[config.mk]
export PLATFORM = sky130hd
export DESIGN_NAME = apb_bus_arbiter
export DESIGN_NICKNAME = d
export VERILOG_FILES = /design/src/rtl/apb_arb_pkg.sv /design/src/rtl/apb_req_capture.sv /design/src/rtl/apb_bus_arbiter.sv
export SDC_FILE = /design/constraint.sdc
export NUM_CORES = 1
export LEC_CHECK = 0
export ABC_AREA = 1
export CORE_ASPECT_RATIO = 2
export CORE_MARGIN = 4
export CORE_UTILIZATION = 25
export CTS_CLUSTER_SIZE = 16
export DETAILED_ROUTE_END_ITERATION = 6
export MAX_ROUTING_LAYER = met4
export PLACE_DENSITY = 0.55
export SKIP_LAST_GASP = 1
export SYNTH_ARGS = -nofsm -noshare
export SYNTH_HDL_FRONTEND = slang
export SYNTH_HIERARCHICAL = 1
export SYNTH_SLANG_ARGS = --single-unit
[constraint.sdc]
create_clock -name PCLK -period 11.78 [get_ports PCLK]
set_clock_uncertainty 0.05 [all_clocks]
set_input_delay 2.356 -clock PCLK [delete_from_list [all_inputs] [get_ports PCLK]]
set_output_delay 2.356 -clock PCLK [all_outputs]
set_load 0.02 [all_outputs]
[src/rtl/apb_arb_pkg.sv]
// Shared types for the two-requester APB front-end arbiter.
// Holds the FSM encoding, requester index type, watchdog width and the grant rule.
package apb_arb_pkg;

    typedef enum logic [1:0] {
        IDLE  = 2'd0,
        ISSUE = 2'd1,
        WAIT  = 2'd2
    } arb_state_e;

    typedef logic req_idx_t;

    localparam int unsigned TMO_W = 16;

    // Round-robin pick: a lone requester wins, a tie goes to whoever was not served last.
    function automatic req_idx_t rr_pick(input logic v0, input logic v1, input req_idx_t last);
        req_idx_t pick;
        if (v0 && v1) begin
            pick = ~last;
        end else if (v1) begin
            pick = 1'b1;
        end else begin
            pick = 1'b0;
        end
        return pick;
    endfunction

endpackage

[src/rtl/apb_req_capture.sv]
// Single-entry request holder for one requester; flags a pulse that arrives while full.
// The req_* view bypasses the register so a fresh pulse can be granted in the same cycle.
module apb_req_capture #(
    parameter int unsigned ADDR_W = 32,
    parameter int unsigned DATA_W = 32
) (
    input  logic              clk,
    input  logic              rst,
    input  logic              transfer,
    input  logic              write,
    input  logic [ADDR_W-1:0] addr,
    input  logic [DATA_W-1:0] wdata,
    input  logic              clr,
    output logic              req_valid,
    output logic              req_write,
    output logic [ADDR_W-1:0] req_addr,
    output logic [DATA_W-1:0] req_wdata,
    output logic              proto_hit
);

    logic              pend_r;
    logic              write_r;
    logic [ADDR_W-1:0] addr_r;
    logic [DATA_W-1:0] wdata_r;

    // Capture a request when empty; the arbiter releases the slot once it is issued.
    always_ff @(posedge clk or posedge rst) begin
        if (rst) begin
            pend_r  <= 1'b0;
            write_r <= 1'b0;
            addr_r  <= '0;
            wdata_r <= '0;
        end else if (transfer && !pend_r) begin
            pend_r  <= 1'b1;
            write_r <= write;
            addr_r  <= addr;
            wdata_r <= wdata;
        end else if (clr) begin
            pend_r  <= 1'b0;
        end
    end

    assign req_valid = pend_r | transfer;
    assign req_write = pend_r ? write_r : write;
    assign req_addr  = pend_r ? addr_r  : addr;
    assign req_wdata = pend_r ? wdata_r : wdata;
    assign proto_hit = transfer & pend_r;

endmodule

[src/rtl/apb_bus_arbiter.sv]
// Two-requester round-robin arbiter feeding the APB master's internal request port.
// One transaction in flight at a time; response is routed back to its owner.
module apb_bus_arbiter
    import apb_arb_pkg::*;
#(
    parameter int unsigned ADDR_W         = 32,
    parameter int unsigned DATA_W         = 32,
    parameter int unsigned TIMEOUT_CYCLES = 1024
) (
    input  logic              PCLK,
    input  logic              PRESET,
    input  logic              s0_transfer,
    input  logic              s0_write,
    input  logic [ADDR_W-1:0] s0_addr,
    input  logic [DATA_W-1:0] s0_wdata,
    output logic [DATA_W-1:0] s0_rdata,
    output logic              s0_ready,
    input  logic              s1_transfer,
    input  logic              s1_write,
    input  logic [ADDR_W-1:0] s1_addr,
    input  logic [DATA_W-1:0] s1_wdata,
    output logic [DATA_W-1:0] s1_rdata,
    output logic              s1_ready,
    output logic              m_transfer,
    output logic              m_write,
    output logic [ADDR_W-1:0] m_addr,
    output logic [DATA_W-1:0] m_wdata,
    input  logic [DATA_W-1:0] m_rdata,
    input  logic              m_ready,
    output logic              owner,
    output logic              timeout_err,
    output logic              proto_err
);

    localparam logic [TMO_W-1:0] TMO_LIM = TMO_W'(TIMEOUT_CYCLES);
    localparam logic [TMO_W-1:0] TMO_ONE = {{(TMO_W-1){1'b0}}, 1'b1};

    arb_state_e        state_r, state_s;
    req_idx_t          grant_s, owner_r, last_grant_r;
    logic              grant_en_s, clr0_s, clr1_s;
    logic              c0_valid_s, c0_write_s, c0_proto_s;
    logic              c1_valid_s, c1_write_s, c1_proto_s;
    logic [ADDR_W-1:0] c0_addr_s, c1_addr_s;
    logic [DATA_W-1:0] c0_wdata_s, c1_wdata_s;
    logic [TMO_W-1:0]  cnt_r, cnt_inc_s;
    logic              m_transfer_r, m_write_r, s0_ready_r, s1_ready_r;
    logic              timeout_r, proto_r;
    logic [ADDR_W-1:0] m_addr_r;
    logic [DATA_W-1:0] m_wdata_r, s0_rdata_r, s1_rdata_r;

    assign clr0_s = (state_r == ISSUE) && (owner_r == 1'b0);
    assign clr1_s = (state_r == ISSUE) && (owner_r == 1'b1);

    apb_req_capture #(.ADDR_W(ADDR_W), .DATA_W(DATA_W)) u_cap0 (
        .clk(PCLK), .rst(PRESET), .transfer(s0_transfer), .write(s0_write),
        .addr(s0_addr), .wdata(s0_wdata), .clr(clr0_s),
        .req_valid(c0_valid_s), .req_write(c0_write_s), .req_addr(c0_addr_s),
        .req_wdata(c0_wdata_s), .proto_hit(c0_proto_s)
    );

    apb_req_capture #(.ADDR_W(ADDR_W), .DATA_W(DATA_W)) u_cap1 (
        .clk(PCLK), .rst(PRESET), .transfer(s1_transfer), .write(s1_write),
        .addr(s1_addr), .wdata(s1_wdata), .clr(clr1_s),
        .req_valid(c1_valid_s), .req_write(c1_write_s), .req_addr(c1_addr_s),
        .req_wdata(c1_wdata_s), .proto_hit(c1_proto_s)
    );

    // FSM state register.
    always_ff @(posedge PCLK or posedge PRESET) begin
        if (PRESET) begin
            state_r <= IDLE;
        end else begin
            state_r <= state_s;
        end
    end

    // Next-state and grant selection; m_ready outside WAIT is deliberately ignored.
    always_comb begin
        state_s    = state_r;
        grant_en_s = 1'b0;
        grant_s    = rr_pick(c0_valid_s, c1_valid_s, last_grant_r);
        case (state_r)
            IDLE: begin
                if (c0_valid_s || c1_valid_s) begin
                    grant_en_s = 1'b1;
                    state_s    = ISSUE;
                end else begin
                    state_s    = IDLE;
                end
            end
            ISSUE: state_s = WAIT;
            WAIT: begin
                if (m_ready) begin
                    state_s = IDLE;
                end else begin
                    state_s = WAIT;
                end
            end
            default: state_s = IDLE;
        endcase
    end

    assign cnt_inc_s = cnt_r + TMO_ONE;

    // Downstream request, response routing, watchdog and sticky error flags.
    always_ff @(posedge PCLK or posedge PRESET) begin
        if (PRESET) begin
            m_transfer_r <= 1'b0;
            m_write_r    <= 1'b0;
            m_addr_r     <= '0;
            m_wdata_r    <= '0;
            owner_r      <= 1'b0;
            last_grant_r <= 1'b1;
            s0_ready_r   <= 1'b0;
            s1_ready_r   <= 1'b0;
            s0_rdata_r   <= '0;
            s1_rdata_r   <= '0;
            cnt_r        <= '0;
            timeout_r    <= 1'b0;
            proto_r      <= 1'b0;
        end else begin
            m_transfer_r <= grant_en_s;
            s0_ready_r   <= 1'b0;
            s1_ready_r   <= 1'b0;
            proto_r      <= proto_r | c0_proto_s | c1_proto_s;
            if (grant_en_s) begin
                owner_r      <= grant_s;
                last_grant_r <= grant_s;
                m_write_r    <= grant_s ? c1_write_s : c0_write_s;
                m_addr_r     <= grant_s ? c1_addr_s  : c0_addr_s;
                m_wdata_r    <= grant_s ? c1_wdata_s : c0_wdata_s;
            end
            if (state_r == ISSUE) begin
                cnt_r <= '0;
            end else if ((state_r == WAIT) && (cnt_r != TMO_LIM)) begin
                cnt_r <= cnt_inc_s;
                if (cnt_inc_s == TMO_LIM) begin
                    timeout_r <= 1'b1;
                end
            end
            if ((state_r == WAIT) && m_ready) begin
                if (owner_r) begin
                    s1_rdata_r <= m_rdata;
                    s1_ready_r <= 1'b1;
                end else begin
                    s0_rdata_r <= m_rdata;
                    s0_ready_r <= 1'b1;
                end
            end
        end
    end

    assign m_transfer  = m_transfer_r;
    assign m_write     = m_write_r;
    assign m_addr      = m_addr_r;
    assign m_wdata     = m_wdata_r;
    assign s0_ready    = s0_ready_r;
    assign s1_ready    = s1_ready_r;
    assign s0_rdata    = s0_rdata_r;
    assign s1_rdata    = s1_rdata_r;
    assign owner       = owner_r;
    assign timeout_err = timeout_r;
    assign proto_err   = proto_r;

endmodule

==> results.sh <==
export IMPL_outcome="complete, no violations"
export IMPL_die_w_um=173.5
export IMPL_synth_top_area_share_pct=52.09
export IMPL_dr_first_iter_drc_count=878
export IMPL_final_nets=2198
export IMPL_startpoint="s0_transfer"
export IMPL_multiInputGateArea_um2=5540
export IMPL_grt_total_usage_pct=17.50
export IMPL_cts_root_buf="clkbuf_16"
export IMPL_dpl_hpwl_um=37080
export IMPL_cts_clk_slew_worst_paths_ns=0.06
export IMPL_drt_wirelength_per_cell_um=18.91
export IMPL_ioPinCount=302
export IMPL_die_area_um2=58800
export IMPL_r2r_start="u_cap0/pend_r$_DFFE_PP0P_"
export IMPL_ys_types=31
export IMPL_cts_tree="done"
export IMPL_cp_data_arrival_time_ns=4.63
export IMPL_cp_start_kind="input pin"
export IMPL_ctsResizeCount=0
export IMPL_regArea_um2=7161
export IMPL_drive_gt1_share_pct=4.534
export IMPL_fin_cells=2736
export IMPL_routed_wl_um=51730
export IMPL_tns_ns=0
export IMPL_synth_nets=1966
export IMPL_cts_buffers=29
export IMPL_vias=12640
export IMPL_yosysSeqAreaShare_pct=52.28
export IMPL_ys_warn_count=6
export IMPL_crit_type="in2reg"
export IMPL_numClockSinks=286
export IMPL_antenna_left=0
export IMPL_grt_max_degree=88
export IMPL_max_freq_mhz=238.0
export IMPL_required_ns=12.20
export IMPL_ir_drop_uv=134.7
export IMPL_cap_violations=0
export IMPL_period_share_pct=35.67
export IMPL_slew_headroom_pct=29.85
export IMPL_avgSynthCellArea_um2=7.619
export IMPL_area_growth_pct=31.08
export IMPL_grt_pass1_vias=12420
export IMPL_firstDrtPassIters=6
export IMPL_num_rows=121
export IMPL_vias_per_cell=4.620
export IMPL_routabilityCongestion=0.8425
export IMPL_cts_setup_buffers=0
export IMPL_power_density_nw_per_um2=281.7
export IMPL_grt_pass1_wl_um=77580
export IMPL_grt_setup_unrepaired="no"
export IMPL_p_leak_nw=8.706
export IMPL_p_total_w=0.005055
export IMPL_tightest_slew_ns=1.052
export IMPL_yosys_area_top_type="dfrtp_1"
export IMPL_finalHoldViolCount=0
export IMPL_min_period_ns=4.202
export IMPL_ys_ff_latch=286
export IMPL_fillers=5632
export IMPL_placedCellCount=2674
export IMPL_grt_ovfl_total=0
export IMPL_numPortBuffers=301
export IMPL_initial_core_util_pct=25.19
export IMPL_die_y_um=339.0
export IMPL_syn_area_um2=13690
export IMPL_drc=0
export IMPL_coreArea_um2=54350
export IMPL_cts_htree_levels=1
export IMPL_synth_cells=1797
export IMPL_setup_viol=0
export IMPL_antenna_found_initial=9
export IMPL_min_delay_start="timeout_err$_DFFE_PP0P_"
export IMPL_clockBufferDepth=3
export IMPL_crit_path_end_kind="flip-flop"
export IMPL_report_final_slew_viol_count=0
export IMPL_cp_max_fo=68
export IMPL_hold_class="reg2reg"
export IMPL_clk_latency_ns=0.56
export IMPL_synth_area_top_cells="dfrtp_1 (52%), nand2_1 (25%), nand3_1 (5.3%), a31oi_1 (3.0%), nor2_1 (2.6%)"
export IMPL_postCtsHoldBufs=0
[stage by stage]
stage / hold WS, ns / util (%) / setup WS [ns] / cell area, um2
after floorplan: 0.3917 / - / 5.226 / 13690
after global placement: 0.4002 / 31.19 / 6.983 / 16950
after detailed placement: 0.4060 / 31.19 / 6.978 / 16950
after CTS: 0.4227 / 32.98 / 7.584 / 17920
after global routing: 0.4392 / 33.01 / 7.405 / 17940
final: 0.4159 / 33.02 / 7.578 / 17950
[cell families after synthesis]
logic type	synth area share (%)
AOI/OAI and AO/OA	6.406
adders and majority gates	0.1827
buffers and inverters	7.320
DFF	52.28
and+or+nand+nor	33.81
[critical path: stages]
cell and delay (ns):
buf_2 0.07, buf_4 0.65, or2_2 0.24, nand2_1 0.06, nand2_2 0.07, buf_4 0.62, nand2_1 0.28, a31oi_1 0.23
[flip-flops by register name, indices dropped and copies added (netlist names)]
name and flops:
m_wdata 32, u_cap0/write_r 1, s1_rdata 32, m_addr 32
s0_rdata 32, m_write 1, u_cap1/wdata_r 32, m_transfer 1
timeout_err 1, owner 1, u_cap0/addr_r 32, last_grant_r 1
u_cap1/pend_r 1, s0_ready 1, state_r 2, u_cap0/pend_r 1
u_cap0/wdata_r 32, u_cap1/write_r 1, cnt_r 16, u_cap1/addr_r 32
proto_err 1, s1_ready 1
[cell usage in the layout, fill, tap and decap left out, drive strengths merged]
| master | n |
|---|---|
| nand2 | 909 |
| clkdlybuf4s50 | 299 |
| dfrtp | 285 |
| nand3 | 147 |
| nor2 | 99 |
| o21ai | 80 |
| inv | 72 |
| a31oi | 65 |
| clkbuf | 40 |
| buf | 18 |
| diode | 9 |
| o22ai | 8 |
| clkinv | 7 |
| nand4 | 3 |
| clkinvlp | 3 |
| bufinv | 3 |
| nor3 | 3 |
| ha | 2 |
| or2 | 2 |
| or3 | 1 |
| nand3b | 1 |
| a21oi | 1 |
| o21bai | 1 |
| o31ai | 1 |
| dfstp | 1 |
[area by class of cell]
cell class / count / area share (%)
Antenna cell: 9 / 0.1255
Timing Repair Buffer: 317 / 17.40
Tap cell: 676 / 4.713
Clock buffer: 40 / 4.608
Multi-Input combinational cell: 1323 / 30.87
Inverter: 72 / 1.562
Sequential cell: 286 / 39.90
Clock inverter: 13 / 0.8226
[cell usage after synthesis]
master	instances
or2_2	2
nor2_1	94
clkbuf_1	20
inv_1	67
nor3_1	2
ha_1	2
inv_2	3
o31ai_1	1
nor2_2	2
buf_4	27
o22ai_1	8
nand2_1	904
nor3_2	1
nand3_1	146
nand4_1	3
o21bai_1	1
or3_1	1
nor2_4	3
o21ai_1	68
buf_6	17
dfrtp_1	285
nand3b_1	1
nand3_2	1
buf_1	2
o21ai_0	12
buf_2	50
a21oi_1	1
nand2_2	5
inv_4	2
a31oi_1	65
dfstp_2	1
[per-layer routing]
layer  vias up  GRT usage, %  part of all wire [%]
li1       6141             -                     -
met1      5972         19.11                    38
met2       454         31.08                    51
met3        74         4.229                   7.5
met4         0         5.910                   3.6
met5         -             -                     0
[worst paths after layout]
kind | cells after the start | slack, ns | end
worst min-delay path | 2 | 0.42 | timeout_err$_DFFE_PP0P_
worst min register to register | 2 | 0.42 | timeout_err$_DFFE_PP0P_
worst max-delay path | 8 | 7.58 | m_addr[31]$_DFFE_PP0P_
min in group asynchronous | 2 | 2.34 | m_wdata[9]$_DFFE_PP0P_
worst max register to register | 5 | 8.86 | u_cap0/pend_r$_DFFE_PP0P_
max in group asynchronous | 3 | 7.82 | cnt_r[9]$_DFFE_PP0P_
[report_power, final]
group / internal, W / switching, W / leakage [nW]
clock network: 0.000555 / 0.000409 / 0.477
registers: 0.00144 / 0.000267 / 3.53
logic: 0.000868 / 0.00152 / 4.70
No activity file was read; power rests on OpenSTA's default activity.
